[src/rtl/mem_pkg.sv]
// Shared definitions for the memory arbiter slice.
//   ADDR_WIDTH / DATA_WIDTH : default line address / data widths
//   mem_req_t               : one memory request (write flag, address, data)
//   arb_state_t             : arbiter FSM state encoding
package mem_pkg;

  localparam int ADDR_WIDTH = 6;
  localparam int DATA_WIDTH = 32;

  typedef struct packed {
    logic                  write;
    logic [ADDR_WIDTH-1:0] addr;
    logic [DATA_WIDTH-1:0] data;
  } mem_req_t;

  typedef enum logic [1:0] {
    IDLE     = 2'd0,
    ISSUE    = 2'd1,
    WAIT_RSP = 2'd2
  } arb_state_t;

endpackage

[src/rtl/mem_arbiter_rr_picker.sv]
// rr_picker: combinational round-robin selector.
//   req_valid   in  : pending request per requester
//   ptr         in  : highest-priority requester index this round
//   grant_valid out : at least one request is pending
//   grant_idx   out : first pending requester at or after ptr (wrapping)
module rr_picker #(
  parameter int N_REQ = 2,
  parameter int PTR_W = $clog2(N_REQ)
) (
  input  logic [N_REQ-1:0] req_valid,
  input  logic [PTR_W-1:0] ptr,
  output logic             grant_valid,
  output logic [PTR_W-1:0] grant_idx
);

  int idx;

  // Scan offsets from farthest to nearest so the closest pending requester
  // to ptr is the last assignment and therefore wins.
  always_comb begin
    grant_valid = 1'b0;
    grant_idx   = '0;
    idx         = 0;
    for (int k = N_REQ - 1; k >= 0; k--) begin
      idx = int'(ptr) + k;
      if (idx >= N_REQ) idx = idx - N_REQ;
      if (req_valid[idx]) begin
        grant_valid = 1'b1;
        grant_idx   = PTR_W'(idx);
      end
    end
  end

endmodule

[src/rtl/mem_arbiter.sv]
// mem_arbiter: round-robin arbiter sharing one memory among N_REQ requesters.
// One transaction outstanding at a time; read data is routed back to the
// requester that issued it. err is a sticky flag for memory-side protocol
// violations (unexpected mem_req_ready / mem_rsp_valid).
//   req_valid/req_write/req_addr/req_data in  : packed per-requester requests
//   req_ready  out : one-hot accept (combinational)
//   rsp_valid  out : one-hot read-response pulse; rsp_data shared
//   mem_req_*  out : registered request to memory; mem_req_ready in
//   mem_rsp_valid/mem_rsp_data in : memory read response
//   err        out : sticky protocol error, cleared only by reset
//
// state    | meaning
// IDLE     | no transaction; grant the round-robin winner combinationally
// ISSUE    | request presented to memory, waiting for mem_req_ready
// WAIT_RSP | read accepted by memory, waiting for mem_rsp_valid
module mem_arbiter #(
  parameter int N_REQ      = 2,
  parameter int ADDR_WIDTH = 6,
  parameter int DATA_WIDTH = 32
) (
  input  logic                        clk,
  input  logic                        rst_n,
  input  logic [N_REQ-1:0]            req_valid,
  input  logic [N_REQ-1:0]            req_write,
  input  logic [N_REQ*ADDR_WIDTH-1:0] req_addr,
  input  logic [N_REQ*DATA_WIDTH-1:0] req_data,
  output logic [N_REQ-1:0]            req_ready,
  output logic [N_REQ-1:0]            rsp_valid,
  output logic [DATA_WIDTH-1:0]       rsp_data,
  output logic                        mem_req_valid,
  output logic                        mem_req_write,
  output logic [ADDR_WIDTH-1:0]       mem_req_addr,
  output logic [DATA_WIDTH-1:0]       mem_req_data,
  input  logic                        mem_req_ready,
  input  logic                        mem_rsp_valid,
  input  logic [DATA_WIDTH-1:0]       mem_rsp_data,
  output logic                        err
);
  import mem_pkg::*;

  localparam int PTR_W = $clog2(N_REQ);

  arb_state_t            state_q, state_d;
  logic [PTR_W-1:0]      ptr_q, ptr_d;
  logic [PTR_W-1:0]      owner_q, owner_d;
  logic                  wr_q, wr_d;
  logic [ADDR_WIDTH-1:0] addr_q, addr_d;
  logic [DATA_WIDTH-1:0] data_q, data_d;
  logic                  mem_req_valid_q, mem_req_valid_d;
  logic [N_REQ-1:0]      rsp_valid_q, rsp_valid_d;
  logic [DATA_WIDTH-1:0] rsp_data_q, rsp_data_d;
  logic                  err_q, err_d;

  logic                  grant_valid;
  logic [PTR_W-1:0]      grant_idx;

  rr_picker #(
    .N_REQ (N_REQ),
    .PTR_W (PTR_W)
  ) u_picker (
    .req_valid   (req_valid),
    .ptr         (ptr_q),
    .grant_valid (grant_valid),
    .grant_idx   (grant_idx)
  );

  // Gated by rst_n so no accept is signalled while the block is held in reset.
  always_comb begin
    req_ready = '0;
    if (rst_n && state_q == IDLE && grant_valid) req_ready[grant_idx] = 1'b1;
  end

  always_comb begin
    state_d         = state_q;
    ptr_d           = ptr_q;
    owner_d         = owner_q;
    wr_d            = wr_q;
    addr_d          = addr_q;
    data_d          = data_q;
    mem_req_valid_d = mem_req_valid_q;
    rsp_valid_d     = '0;
    rsp_data_d      = rsp_data_q;
    err_d           = err_q;

    if (mem_rsp_valid && state_q != WAIT_RSP) err_d = 1'b1;
    if (mem_req_ready && state_q != ISSUE)    err_d = 1'b1;

    case (state_q)
      IDLE: begin
        if (grant_valid) begin
          wr_d            = req_write[grant_idx];
          addr_d          = req_addr[grant_idx*ADDR_WIDTH +: ADDR_WIDTH];
          data_d          = req_data[grant_idx*DATA_WIDTH +: DATA_WIDTH];
          owner_d         = grant_idx;
          ptr_d           = (grant_idx == PTR_W'(N_REQ - 1)) ? '0 : grant_idx + 1'b1;
          mem_req_valid_d = 1'b1;
          state_d         = ISSUE;
        end
      end
      ISSUE: begin
        if (mem_req_ready) begin
          mem_req_valid_d = 1'b0;
          state_d         = wr_q ? IDLE : WAIT_RSP;
        end
      end
      WAIT_RSP: begin
        if (mem_rsp_valid) begin
          rsp_data_d           = mem_rsp_data;
          rsp_valid_d[owner_q] = 1'b1;
          state_d              = IDLE;
        end
      end
      default: state_d = IDLE;
    endcase
  end

  always_ff @(posedge clk or negedge rst_n) begin
    if (!rst_n) begin
      state_q         <= IDLE;
      ptr_q           <= '0;
      owner_q         <= '0;
      wr_q            <= 1'b0;
      addr_q          <= '0;
      data_q          <= '0;
      mem_req_valid_q <= 1'b0;
      rsp_valid_q     <= '0;
      rsp_data_q      <= '0;
      err_q           <= 1'b0;
    end else begin
      state_q         <= state_d;
      ptr_q           <= ptr_d;
      owner_q         <= owner_d;
      wr_q            <= wr_d;
      addr_q          <= addr_d;
      data_q          <= data_d;
      mem_req_valid_q <= mem_req_valid_d;
      rsp_valid_q     <= rsp_valid_d;
      rsp_data_q      <= rsp_data_d;
      err_q           <= err_d;
    end
  end

  assign mem_req_valid = mem_req_valid_q;
  assign mem_req_write = wr_q;
  assign mem_req_addr  = addr_q;
  assign mem_req_data  = data_q;
  assign rsp_valid     = rsp_valid_q;
  assign rsp_data      = rsp_data_q;
  assign err           = err_q;

endmodule

[config.mk]
export PLATFORM = sky130hd
export DESIGN_NAME = mem_arbiter
export DESIGN_NICKNAME = d
export VERILOG_FILES = /design/src/rtl/mem_pkg.sv /design/src/rtl/mem_arbiter_rr_picker.sv /design/src/rtl/mem_arbiter.sv
export SDC_FILE = /design/constraint.sdc
export NUM_CORES = 1
export LEC_CHECK = 0
export BUFFER_PORTS_ARGS = -buffer_cell sky130_fd_sc_hd__buf_2
export CORE_MARGIN = 8
export CORE_UTILIZATION = 40
export DETAILED_ROUTE_END_ITERATION = 16
export PLACE_DENSITY = 0.84
export SYNTH_ARGS = -nofsm -noshare
export SYNTH_HDL_FRONTEND = slang
export SYNTH_HIERARCHICAL = 1
export SYNTH_SLANG_ARGS = --single-unit
[constraint.sdc]
create_clock -name clk -period 1.2 [get_ports clk]
set_input_delay 0.12 -clock clk [delete_from_list [all_inputs] [get_ports clk]]
set_output_delay 0.12 -clock clk [all_outputs]
set_load 0.02 [all_outputs]
==> run metrics <==
outcome=finished with violations; Mean Syn Cell Area=12.6 µm²; ranking of synthesized cells by area=dfrtp_1, mux2_4, mux2i_1, a21oi_1, nor2_1; FF-to-FF End=rsp_data[0]; detail-routed net length per standard cell=17.1 µm; multi-input gate area in the final layout=1410 µm²; Most used DFF post-synth=dfrtp_1; final setup fails=78; Die X=approximately 110 µm; worst path cell trace=buf_4 > buf_6 > inv_4 > nand3_4 > buf_12 > buf_16 > mux2_4; Rows=34; DRT Wirelength=~11000 µm; final setup margin=-0.329 ns; fin nets=654; Hold Path End=rsp_data[16]; Die Area=11900 µm²; EDFF count, synth=0; vias in the first global route=~3200; Routed Antenna Nets=0; CP Launch Type=flop; Fin. Hold Viols=0; CP top delay family=buffers and inverters; hold path cells=2; Worst Max-Slew Pin Slew=0.537 ns; crit path time final=1.53 ns; H-tree depth=3; worst setup path category=reg -> reg; post-synthesis cell type count=23; Worst R2R Start=state_q[0]; worst hold start=mem_rsp_data[16]; Area Growth Syn to Fin=66.2%; clk_skew=roughly 0.0061 ns; pwr/cell area=2420 nW/µm²; delay of the slowest critical-path stage=0.41 ns; R2R depth=7; Synth Warn #=6; root buf cell=clkbuf_8; gr ovfl total=0; Synth Cell Area=3460 µm²; critical path fanouts, max=8; RSZ-0062 raised after global routing=true; failing checks=negative setup slack; register area=1980 µm²; final RePlAce weighted congestion=approximately 0.78; GRT Overall Usage=17.1%; Bufs and invs on worst path=5; worst vdd ir=1.19 mV; Arrival @ worst endpoint=about 1.8 ns; Slowest-stage cell, CP=dfrtp_1; Clock transition at path regs=0.08 ns; # placed instances=574; layout filler cell count=637; Syn Nets=390; Final Instance Area=5750 µm²; Cells after Synth=274; pin count of the biggest net entering global routing=44; Pins Over Slew Limit=0; clk buf depth=2; Yosys reg bits=between 70 and 80; DRC=0; setup TNS=-18.97 ns; count of clock tree sinks=79; non-filler cells, final=650; Async SR Flop Fraction=100%; DPL Wire Length=7250 µm; largest area contributor in the netlist=dfrtp_1; share of cells above drive strength 1=54.8%; R2R setup slack=-0.33 ns; Die Y=109 µm; Max Fclk=654 MHz; IO Pins=between 150 and 200; vias per inst=about 4.7; first-pass iteration count of the detailed router=5; worst rel slew slack=64.2%; total power=13.9 mW; first-pass GRT wire length=16000 µm; top cell type's share of synthesized area=a little under three fifths; via count=3055; sequential area share after synthesis=around 57%; initial antenna violation count=1; crit end category=flop; max_cap viols=0; starting density of the core=40.4%; Worst Hold Class=in -> reg; Num CTS Buffers=9; port bufs=approximately 190; Starting DRT DRC Count=56; total core area=around 8600 µm²; worst endpoint required time=1.42 ns; Skew-Pair Late Insertion Delay=0.33 ns; dpl cell area=approximately 4700 µm²; TritonCTS clock tree=done; Leakage Power=between 2 and 3 nW; # diodes=0; Tcrit/Tclk final=127%
## synthesized netlist by cell type, types with 2 or more instances
cell type and count:
a21oi_1 42, buf_2 8, buf_4 5, buf_6 3, dfrtp_1 79, inv_1 4
mux2_2 4, mux2_4 28, mux2i_1 40, nand2_1 2, nand2b_1 2, nor2_1 45
o21ai_0 2
## cells by family (layout without fill, tap and decap cells)
family / after synthesis / in the layout / synth area share (%)
AOI/OAI and AO/OA: 47 / 47 / 7.06
muxes: 72 / 72 / 25.0
buffers and inverters: 22 / 290 / 3.87
DFF: 79 / 79 / 57.2
and+or+nand+nor: 54 / 54 / 6.84
## worst max-delay path by stage
stage | depth (start not counted) | startpoint | to
6_report | 7 | state_q[0] | rsp_data[0]
5_1_grt | 7 | state_q[0] | rsp_data[0]
4_1_cts | 4 | state_q[1] | req_ready[1]
3_5_place_dp | 5 | state_q[1] | mem_req_data[5]
3_3_place_gp | 4 | state_q[1] | req_ready[1]
2_1_floorplan | 5 | state_q[1] | req_ready[0]
## metal layers
layer	share of wire [%]	vias up	global-route usage (%)
li1	-	1475	-
met1	39	1446	19.5
met2	50	119	29.0
met3	9.5	13	6.62
met4	1.0	2	5.57
met5	0.090	-	0
## per-stage QoR
step                      utilization (%)  hold slack (ns)  worst slack [ns]
after floorplan                         -           -0.176           -0.0588
after global placement               54.7            0.240           -0.0889
after detailed placement             54.7            0.244            -0.148
after CTS                            62.7          0.00100            -0.340
after global routing                 67.2           0.0118            -0.400
final                                67.2           0.0272            -0.329
## report_power, final
group	internal, mW	switching, mW
Combinational	3.59	3.85
Sequential	3.91	0.706
Clock	0.945	0.910
## final cells by class
cell class	count	area share, %
clock buffer	11	2.29
inverter	5	0.370
multi-input combinational	173	24.5
timing repair buffer	270	35.2
tap	108	2.35
clock inverter	4	0.827
sequential	79	34.4
## sequential cells by signal, summed over array words and instances (netlist names)
register       count
err                1
mem_req_addr       6
mem_req_data      32
mem_req_valid      1
mem_req_write      1
owner_q            1
ptr_q              1
rsp_data          32
rsp_valid          2
state_q            2
## timing repair
item                       4_1_cts  5_1_grt
buffers inserted                10        7
cloned                           4        8
gates resized for setup         13       20
pin swaps                        4        3
hold buffers                    26        6
hold endpoints to repair       104        6
setup endpoints to repair       75       78
## layout by cell type (no fill, tap or decap), drive strengths merged
cell         synthesis  layout
mux2i               40      40
nor2                45      45
a21boi               1       1
dfrtp               79      79
inv                  5       5
nand2b               2       2
bufinv               0       1
clkinv               0       2
buf                 16     230
a211oi               1       1
or2                  1       1
nand2                2       2
clkbuf               1      19
o21ai                2       2
a21oi               42      42
o32ai                1       1
and3                 1       1
nor3b                1       1
nor3                 1       1
nand3                1       1
mux2                32      32
clkinvlp             0       1
dlygate4sd3          0      32
Note: power is estimated with default switching activity, not from simulation.
